### config.mk
export PLATFORM = sky130hd
export DESIGN_NAME = pcie_tm_wrbuf_flat
export DESIGN_NICKNAME = d
export VERILOG_FILES = /design/src/rtl/pcie_pkg.sv /design/src/rtl/pcie_tm_wrbuf_if.sv /design/src/rtl/tm_wr_fifo.sv /design/src/rtl/pcie_tm_wrbuf.sv /design/src/flat_wrapper.sv
export SDC_FILE = /design/constraint.sdc
export NUM_CORES = 2
export LEC_CHECK = 0
export BUFFER_PORTS_ARGS = -buffer_cell sky130_fd_sc_hd__clkbuf_2
export CORE_ASPECT_RATIO = 0.6
export CORE_MARGIN = 5
export CORE_UTILIZATION = 50
export CTS_BUF_LIST = sky130_fd_sc_hd__clkbuf_16
export CTS_CLUSTER_DIAMETER = 100
export DETAILED_ROUTE_END_ITERATION = 10
export PLACE_DENSITY = 0.72
export SETUP_SLACK_MARGIN = 0.5
export SYNTH_ARGS = -nofsm -noshare
export SYNTH_HDL_FRONTEND = slang
export SYNTH_SLANG_ARGS = --single-unit
export TNS_END_PERCENT = 50
### constraint.sdc
create_clock -name clk -period 17.6 [get_ports clk]
set_clock_uncertainty 0.1 [all_clocks]
set_input_delay 3.52 -clock clk [delete_from_list [all_inputs] [get_ports clk]]
set_output_delay 3.52 -clock clk [all_outputs]
set_load 0.03 [all_outputs]
### src/rtl/pcie_pkg.sv
// Shared types and constants for the timing-model write-back path to PCIe memory.
// Each token is stored as a 4-word slot, and its header word is written last.
package pcie_pkg;

   localparam int unsigned NTHREADS             = 64;
   localparam int unsigned TIDW                 = $clog2(NTHREADS);
   localparam int unsigned PCIE_WORDS_PER_TOKEN = 4;
   localparam int unsigned PAYLOAD_W            = 96;
   localparam int unsigned WADDR_W              = 11;
   localparam int unsigned WDATA_W              = 32;
   localparam int unsigned HDR_TID_W            = 9;
   localparam int unsigned HDR_AB_BIT           = 31;
   localparam int unsigned HDR_TID_MSB          = 8;
   localparam int unsigned HDR_TID_LSB          = 0;

   typedef struct packed {
      logic [TIDW-1:0]      tid;
      logic [PAYLOAD_W-1:0] payload;
   } tm_wr_token_t;

   typedef enum logic [2:0] {
      ST_IDLE,
      ST_W3,
      ST_W2,
      ST_W1,
      ST_W0
   } wr_state_e;

   // Body word k of the slot (k = 1..3); word 0 is the header.
   function automatic logic [WDATA_W-1:0] payload_word(input logic [PAYLOAD_W-1:0] payload,
                                                       input logic [1:0]           idx);
      case (idx)
         2'd1:    return payload[31:0];
         2'd2:    return payload[63:32];
         default: return payload[95:64];
      endcase
   endfunction

   function automatic logic [WDATA_W-1:0] hdr_word(input logic                 ab,
                                                   input logic [HDR_TID_W-1:0] tid);
      logic [WDATA_W-1:0] w;
      w                          = '0;
      w[HDR_AB_BIT]              = ab;
      w[HDR_TID_MSB:HDR_TID_LSB] = tid;
      return w;
   endfunction

   function automatic logic [WADDR_W-1:0] slot_addr(input logic [HDR_TID_W-1:0] tid,
                                                    input logic [1:0]           idx);
      return WADDR_W'({tid, idx});
   endfunction

endpackage

### src/rtl/pcie_tm_wrbuf_if.sv
// Bundle connecting the timing-model token input, the buffer status outputs, and the PCIe write port.
interface pcie_tm_wrbuf_if #(
   parameter int unsigned TIDW = pcie_pkg::TIDW,
   parameter int unsigned CNTW = 5
);
   logic            cpu2tm_valid;
   logic            cpu2tm_retired;
   logic [TIDW-1:0] cpu2tm_tid;
   logic [95:0]     cpu2tm_payload;
   logic            wb_nack;
   logic [CNTW-1:0] wb_count;
   logic            wb_idle;
   logic            pcie_we;
   logic [10:0]     pcie_waddr;
   logic [31:0]     pcie_wdata;
   logic            pcie_wr_busy;

   // The write buffer takes this side.
   modport slave (
      input  cpu2tm_valid, cpu2tm_retired, cpu2tm_tid, cpu2tm_payload, pcie_wr_busy,
      output wb_nack, wb_count, wb_idle, pcie_we, pcie_waddr, pcie_wdata
   );

   // The timing model and the memory together take this side.
   modport master (
      output cpu2tm_valid, cpu2tm_retired, cpu2tm_tid, cpu2tm_payload, pcie_wr_busy,
      input  wb_nack, wb_count, wb_idle, pcie_we, pcie_waddr, pcie_wdata
   );
endinterface

### src/rtl/tm_wr_fifo.sv
// Synchronous FIFO of write-back tokens that also reports its occupancy.
// Pushes while full and pops while empty are ignored.
module tm_wr_fifo
   import pcie_pkg::*;
#(
   parameter int unsigned DEPTH = 16,
   parameter int unsigned CNTW  = $clog2(DEPTH) + 1
) (
   input  logic            clk,
   input  logic            rst,
   input  logic            push,
   input  tm_wr_token_t    push_data,
   input  logic            pop,
   output tm_wr_token_t    head,
   output logic [CNTW-1:0] count
);

   localparam int unsigned AW = $clog2(DEPTH);

   tm_wr_token_t    mem [DEPTH];
   logic [AW-1:0]   wr_ptr;
   logic [AW-1:0]   rd_ptr;
   logic            do_push;
   logic            do_pop;

   assign do_push = push && (count != CNTW'(DEPTH));
   assign do_pop  = pop && (count != '0);
   assign head    = mem[rd_ptr];

   always_ff @(posedge clk) begin
      if (rst) begin
         wr_ptr <= '0;
         rd_ptr <= '0;
         count  <= '0;
      end else begin
         if (do_push) wr_ptr <= wr_ptr + AW'(1);
         if (do_pop)  rd_ptr <= rd_ptr + AW'(1);
         count <= count + CNTW'(do_push) - CNTW'(do_pop);
      end
   end

   // The storage array has no reset, because the pointers alone decide which entries are valid.
   always_ff @(posedge clk) begin
      if (do_push) mem[wr_ptr] <= push_data;
   end

endmodule

### src/rtl/pcie_tm_wrbuf.sv
// Write-back buffer: captures retired tokens and serializes each one into a 4-word PCIe slot.
// The header word, which carries the A/B toggle, is written last.
module pcie_tm_wrbuf
   import pcie_pkg::*;
#(
   parameter int unsigned NTHREADS   = pcie_pkg::NTHREADS,
   parameter int unsigned TIDW       = $clog2(NTHREADS),
   parameter int unsigned FIFO_DEPTH = 16
) (
   input logic             clk,
   input logic             rst,
   pcie_tm_wrbuf_if.slave  bus
);

   localparam int unsigned CNTW      = $clog2(FIFO_DEPTH) + 1;
   localparam logic [1:0]  LAST_WORD = 2'(PCIE_WORDS_PER_TOKEN - 1);

   wr_state_e          state;
   tm_wr_token_t       hold;
   tm_wr_token_t       fifo_in;
   tm_wr_token_t       fifo_head;
   logic [CNTW-1:0]    fifo_count;
   logic [NTHREADS-1:0] ab_store;
   logic               we_q;
   logic [WADDR_W-1:0] waddr_q;
   logic [WDATA_W-1:0] wdata_q;

   logic cap_req;
   logic fifo_full;
   logic push;
   logic pop;
   logic wr_accept;

   // A full FIFO refuses a token even when a pop happens in the same cycle.
   assign cap_req   = bus.cpu2tm_valid && bus.cpu2tm_retired;
   assign fifo_full = (fifo_count == CNTW'(FIFO_DEPTH));
   assign push      = cap_req && !fifo_full;
   assign pop       = (state == ST_IDLE) && (fifo_count != '0);
   assign wr_accept = we_q && !bus.pcie_wr_busy;

   assign fifo_in.tid     = bus.cpu2tm_tid;
   assign fifo_in.payload = bus.cpu2tm_payload;

   tm_wr_fifo #(
      .DEPTH (FIFO_DEPTH),
      .CNTW  (CNTW)
   ) u_fifo (
      .clk       (clk),
      .rst       (rst),
      .push      (push),
      .push_data (fifo_in),
      .pop       (pop),
      .head      (fifo_head),
      .count     (fifo_count)
   );

   // Burst sequencer. While the memory is busy, the registered outputs are simply held.
   always_ff @(posedge clk) begin
      if (rst) begin
         state    <= ST_IDLE;
         hold     <= '0;
         ab_store <= '0;
         we_q     <= 1'b0;
         waddr_q  <= '0;
         wdata_q  <= '0;
      end else begin
         case (state)
            ST_IDLE: begin
               if (pop) begin
                  hold    <= fifo_head;
                  state   <= ST_W3;
                  we_q    <= 1'b1;
                  waddr_q <= slot_addr(HDR_TID_W'(fifo_head.tid), LAST_WORD);
                  wdata_q <= payload_word(fifo_head.payload, LAST_WORD);
               end
            end
            ST_W3: begin
               if (wr_accept) begin
                  state   <= ST_W2;
                  waddr_q <= slot_addr(HDR_TID_W'(hold.tid), 2'd2);
                  wdata_q <= payload_word(hold.payload, 2'd2);
               end
            end
            ST_W2: begin
               if (wr_accept) begin
                  state   <= ST_W1;
                  waddr_q <= slot_addr(HDR_TID_W'(hold.tid), 2'd1);
                  wdata_q <= payload_word(hold.payload, 2'd1);
               end
            end
            ST_W1: begin
               if (wr_accept) begin
                  state   <= ST_W0;
                  waddr_q <= slot_addr(HDR_TID_W'(hold.tid), 2'd0);
                  wdata_q <= hdr_word(~ab_store[hold.tid], HDR_TID_W'(hold.tid));
               end
            end
            ST_W0: begin
               if (wr_accept) begin
                  state              <= ST_IDLE;
                  we_q               <= 1'b0;
                  ab_store[hold.tid] <= ~ab_store[hold.tid];
               end
            end
            default: begin
               state <= ST_IDLE;
               we_q  <= 1'b0;
            end
         endcase
      end
   end

   assign bus.pcie_we    = we_q;
   assign bus.pcie_waddr = waddr_q;
   assign bus.pcie_wdata = wdata_q;
   assign bus.wb_count   = fifo_count;
   assign bus.wb_idle    = (fifo_count == '0) && (state == ST_IDLE);
   assign bus.wb_nack    = cap_req && fifo_full;

endmodule
### src/flat_wrapper.sv
// flat-port wrapper written by rule: the top's interface ports become plain ports
module pcie_tm_wrbuf_flat import pcie_pkg::*;
#(
   parameter int unsigned NTHREADS   = pcie_pkg::NTHREADS,
   parameter int unsigned TIDW       = $clog2(NTHREADS),
   parameter int unsigned FIFO_DEPTH = 16
)
  (clk, rst, bus_cpu2tm_valid, bus_cpu2tm_retired, bus_cpu2tm_tid, bus_cpu2tm_payload, bus_pcie_wr_busy, bus_wb_nack, bus_wb_count, bus_wb_idle, bus_pcie_we, bus_pcie_waddr, bus_pcie_wdata);
  pcie_tm_wrbuf_if #(.TIDW(TIDW)) bus_i ();
  input logic clk;
  input logic rst;
  input wire logic [$bits(bus_i.cpu2tm_valid)-1:0] bus_cpu2tm_valid;
  input wire logic [$bits(bus_i.cpu2tm_retired)-1:0] bus_cpu2tm_retired;
  input wire logic [$bits(bus_i.cpu2tm_tid)-1:0] bus_cpu2tm_tid;
  input wire logic [$bits(bus_i.cpu2tm_payload)-1:0] bus_cpu2tm_payload;
  input wire logic [$bits(bus_i.pcie_wr_busy)-1:0] bus_pcie_wr_busy;
  output wire logic [$bits(bus_i.wb_nack)-1:0] bus_wb_nack;
  output wire logic [$bits(bus_i.wb_count)-1:0] bus_wb_count;
  output wire logic [$bits(bus_i.wb_idle)-1:0] bus_wb_idle;
  output wire logic [$bits(bus_i.pcie_we)-1:0] bus_pcie_we;
  output wire logic [$bits(bus_i.pcie_waddr)-1:0] bus_pcie_waddr;
  output wire logic [$bits(bus_i.pcie_wdata)-1:0] bus_pcie_wdata;
  assign bus_i.cpu2tm_valid = bus_cpu2tm_valid;
  assign bus_i.cpu2tm_retired = bus_cpu2tm_retired;
  assign bus_i.cpu2tm_tid = bus_cpu2tm_tid;
  assign bus_i.cpu2tm_payload = bus_cpu2tm_payload;
  assign bus_i.pcie_wr_busy = bus_pcie_wr_busy;
  assign bus_wb_nack = bus_i.wb_nack;
  assign bus_wb_count = bus_i.wb_count;
  assign bus_wb_idle = bus_i.wb_idle;
  assign bus_pcie_we = bus_i.pcie_we;
  assign bus_pcie_waddr = bus_i.pcie_waddr;
  assign bus_pcie_wdata = bus_i.pcie_wdata;
  pcie_tm_wrbuf #(.NTHREADS(NTHREADS), .TIDW(TIDW), .FIFO_DEPTH(FIFO_DEPTH)) u_core (.clk(clk), .rst(rst), .bus(bus_i));
endmodule
==> results_dict.tcl <==
set metrics [dict create \
    finish.utilization_pct 56.0 \
    placed_cells 5315 \
    portion_of_total_power_attributed_to_the_clock_network_pct 31.7 \
    worstSetupStartpointType "input pin" \
    floorplan.die.width_um 494 \
    ctsHtreeMaxLevel 4 \
    setup_ws_ns 9.95 \
    floorplan.die.height_um 300 \
    routed_wirelength_um 168000 \
    endpoint_kind "primary output" \
    combPwrFrac_pct 21.2 \
    syn-cell-area_sq_um 70300 \
    period_share_pct 43.5 \
    cts_buffer_depth 3 \
    postSynth.topFlopCell "sky130_fd_sc_hd__edfxtp_1" \
    report.final.slew_viol_count 0 \
    total_stage_count_of_the_critical_path 4 \
    io_buffer_count 154 \
    postCtsResizedCells 0 \
    area_growth_syn_to_layout_pct 11.2 \
    postSynthCellCount 3434 \
    finalSetupViolations 0 \
    post_cts_buffers 0 \
    final-instance-count-excl-fill 5610 \
    maxCapViolCount 0 \
    crit_arrival_ns 4.03 \
    final_layout_fill_cell_count 10200 \
    global_route_wire_length_before_repair_um 244000 \
    holdCritPathClass "flop to flop" \
    initial_antenna_violation_count 18 \
    worst_slew_margin_rel_pct 12.9 \
    crit_family "buffers and inverters" \
    synth_sequential_area_ratio_pct 75.3 \
    power.share.sequential_pct 47.1 \
    synth.top_cell.area_share_pct 69.7 \
    final_net_count 3702 \
    switching_power_summed_over_all_nets_mw 3.03 \
    antenna_violating_nets_post_route 0 \
    post_route_cells_drive_above_1_share_pct 26.3 \
    timing.critical_path.fanout_max 2 \
    synth-edff-count 1632 \
    fp-row-count 106 \
    grt_usage_pct 22.7 \
    synth.area.mux_share_pct 17.0 \
    post_cts_hold_buffer_count 0 \
    yosys_register_bits 1827 \
    timing_limited_maximum_frequency_mhz 131 \
    ys.warnings.count 0 \
    drt_iter0_drc 4520 \
    post-place-ws_ns 9.95 \
    synth_top_family_by_area "multiplexers" \
    power_per_cell_area_nw_per_um2 137 \
    post_synth_and_or_nand_nor_area_fraction_pct 3.35 \
    rsz0062_at_grt "false" \
    unique_masters_post_synth 52 \
    wp_buf_inv 2 \
    worst_slew_pin_slew_ns 1.30 \
    grt_overflow_total 0 \
    gp_congestion 0.779 \
    hold_ws_ns 0.356 \
    synth_area_per_cell_sq_um 20.5 \
    avgViaCountPerCell 6.23 \
    post_synth_xor_area_fraction_pct 0.125 \
    route.detailed.drc 0 \
    cp_slowest_stage_delay_ns 0.22 \
    tritoncts "yes" \
    synthTopCellsByArea "sky130_fd_sc_hd__edfxtp_1, sky130_fd_sc_hd__mux4_2, sky130_fd_sc_hd__dfxtp_1" \
    netlist.top_cell.by_area "sky130_fd_sc_hd__edfxtp_1" \
    power.leakage_nw 24.0 \
    ff2ff_path_depth 8 \
    worstHoldPathCells 2 \
    critical-path-slowest-cell "sky130_fd_sc_hd__clkbuf_2" \
    clock_insertion_delay_at_the_later_pin_of_the_skew_report_ns 0.78 \
    dpl.hpwl_um 95000 \
    detail_route.first_pass.iterations 6 \
    pin_count 158 \
    cp.required_ns 13.98 \
    grt_pass1_vias 34200 \
    synth_fa_ha_area_share_pct 0.207 \
    synthArstFlopShare_pct 0 \
    min_period_ns 7.65 \
    status "finished, final reports clean" \
    design.die.area_sq_um 148000 \
    timing_hold_violations_final 0 \
    cp_common_cell "sky130_fd_sc_hd__clkbuf_2" \
    placed_cell_area_sq_um 73100 \
    timing.critical_path.cells "clkbuf_2, nand2_1, nor2_1, clkbuf_2" \
    clk_pin_slew_worst_paths_ns 0.06 \
    switching_share_pct 28.2 \
    cts_inserted_buffers 157 \
    tns_ns 0 \
    clock_sinks 1827 \
    p_total_mw 10.7 \
    total_core_area_sq_um 139000 \
    p_int_mw 7.69 \
    start_util_pct 50.4 \
    critPathKind "input pin to primary output" \
    final_area_sq_um 78100 \
    synth_compound_area_share_pct 2.47 \
    reg2reg_slack_ns 11.51 \
    grt_max_degree 136 \
    via_total_after_detailed_routing 35000 \
    routedWlPerCell_um 29.9 \
    vdd_drop_max_uv 112 \
    cts_root_buffer "sky130_fd_sc_hd__clkbuf_16" \
]
## final timing paths
path,to,from
max,bus_wb_nack,bus_cpu2tm_valid
min,u_core.hold[29],u_core.hold[29]
max reg2reg,u_core.bus.pcie_wdata[21],flop
min reg2reg,u_core.hold[29],u_core.hold[29]
## cell families (layout without fill, tap and decap cells)
kind of cell,after synthesis,count (layout)
AO/OA/AOI/OAI,299,299
XOR/XNOR,10,10
adder cells (fa/ha/maj),11,11
buffers and inverters,237,515
flip-flops,1827,1827
multiplexers,547,547
other,1,9
AND/OR/NAND/NOR,502,502
## registers in the layout (all words and copies together) (netlist names), named ones only
signal	count
u_core.ab_store	64
u_core.bus.pcie_waddr	8
u_core.bus.pcie_wdata	32
u_core.bus.pcie_we	1
u_core.hold	70
u_core.state	3
u_core.u_fifo.count	5
u_core.u_fifo.mem	1632
u_core.u_fifo.rd_ptr	4
u_core.u_fifo.wr_ptr	4
## area by class of cell
| class | instances | area [sq um] | area share [%] |
|---|---|---|---|
| repair buffers | 217 | 1300 | 1.67 |
| clock inverters | 128 | 996 | 1.28 |
| flip-flops and latches | 1827 | 52900 | 67.8 |
| diodes | 6 | 15.0 | 0.0192 |
| inverters | 9 | 33.8 | 0.0433 |
| clock buffers | 161 | 4030 | 5.16 |
| well taps | 1890 | 2360 | 3.03 |
| multi-input cells | 1372 | 16400 | 21.0 |
## metal layers
layer / GRT usage [%] / wire length [um]
met4: 6.55 / 4290
met5: 0 / 55
met1: 34.9 / 71100
met3: 6.38 / 19100
met2: 31.8 / 73200
## cells in the mapped netlist, drive strengths merged (31+ instances only)
master,instances
nand2,197
edfxtp,1632
buf,87
mux4,518
nor2,113
dfxtp,195
nor2b,48
o21ai,54
nand4,39
a21oi,174
clkbuf,141
nand2b,40
o221ai,31
## layout by cell type (no fill, tap or decap), types with 8 or more instances in the layout
master                      netlist  layout
sky130_fd_sc_hd__a21oi_1        174     174
sky130_fd_sc_hd__buf_4           19      59
sky130_fd_sc_hd__bufinv_16        0      13
sky130_fd_sc_hd__clkbuf_16        0     161
sky130_fd_sc_hd__clkbuf_2         0     153
sky130_fd_sc_hd__clkinv_1         0      37
sky130_fd_sc_hd__clkinv_2         0      21
sky130_fd_sc_hd__dfxtp_1        195     187
sky130_fd_sc_hd__edfxtp_1      1632    1632
sky130_fd_sc_hd__ha_1            10      10
sky130_fd_sc_hd__inv_1            9      50
sky130_fd_sc_hd__mux2i_1         29      29
sky130_fd_sc_hd__mux4_2         518     518
sky130_fd_sc_hd__nand2_1        197     197
sky130_fd_sc_hd__nand2b_1        40      39
sky130_fd_sc_hd__nand3_1          8       8
sky130_fd_sc_hd__nand4_1         39      39
sky130_fd_sc_hd__nor2_1         113      98
sky130_fd_sc_hd__nor2_4           0      15
sky130_fd_sc_hd__nor2b_1         48      48
sky130_fd_sc_hd__nor3_1          30      26
sky130_fd_sc_hd__o21ai_0         53      53
sky130_fd_sc_hd__o221ai_1        31      31
sky130_fd_sc_hd__o31ai_1         12      12
## power groups by stage
| stage | Combinational [mW] | Sequential, mW | Clock, mW |
|---|---|---|---|
| 3_3_place_gp | 2.25 | 5.13 | 0 |
| 4_1_cts | 2.28 | 5.04 | 3.45 |
| 5_1_grt | 2.41 | 5.06 | 3.65 |
| 3_5_place_dp | 2.27 | 5.14 | 0 |
| 6_report | 2.27 | 5.04 | 3.40 |
| 2_1_floorplan | 1.54 | 5.13 | 0 |
## tightest hold or removal path: stages, from the launching register on
cell                      delay [ns]
sky130_fd_sc_hd__dfxtp_1        0.31
sky130_fd_sc_hd__nand2_1        0.05
sky130_fd_sc_hd__a21oi_1        0.05
Power figures use the tool's default switching activity.
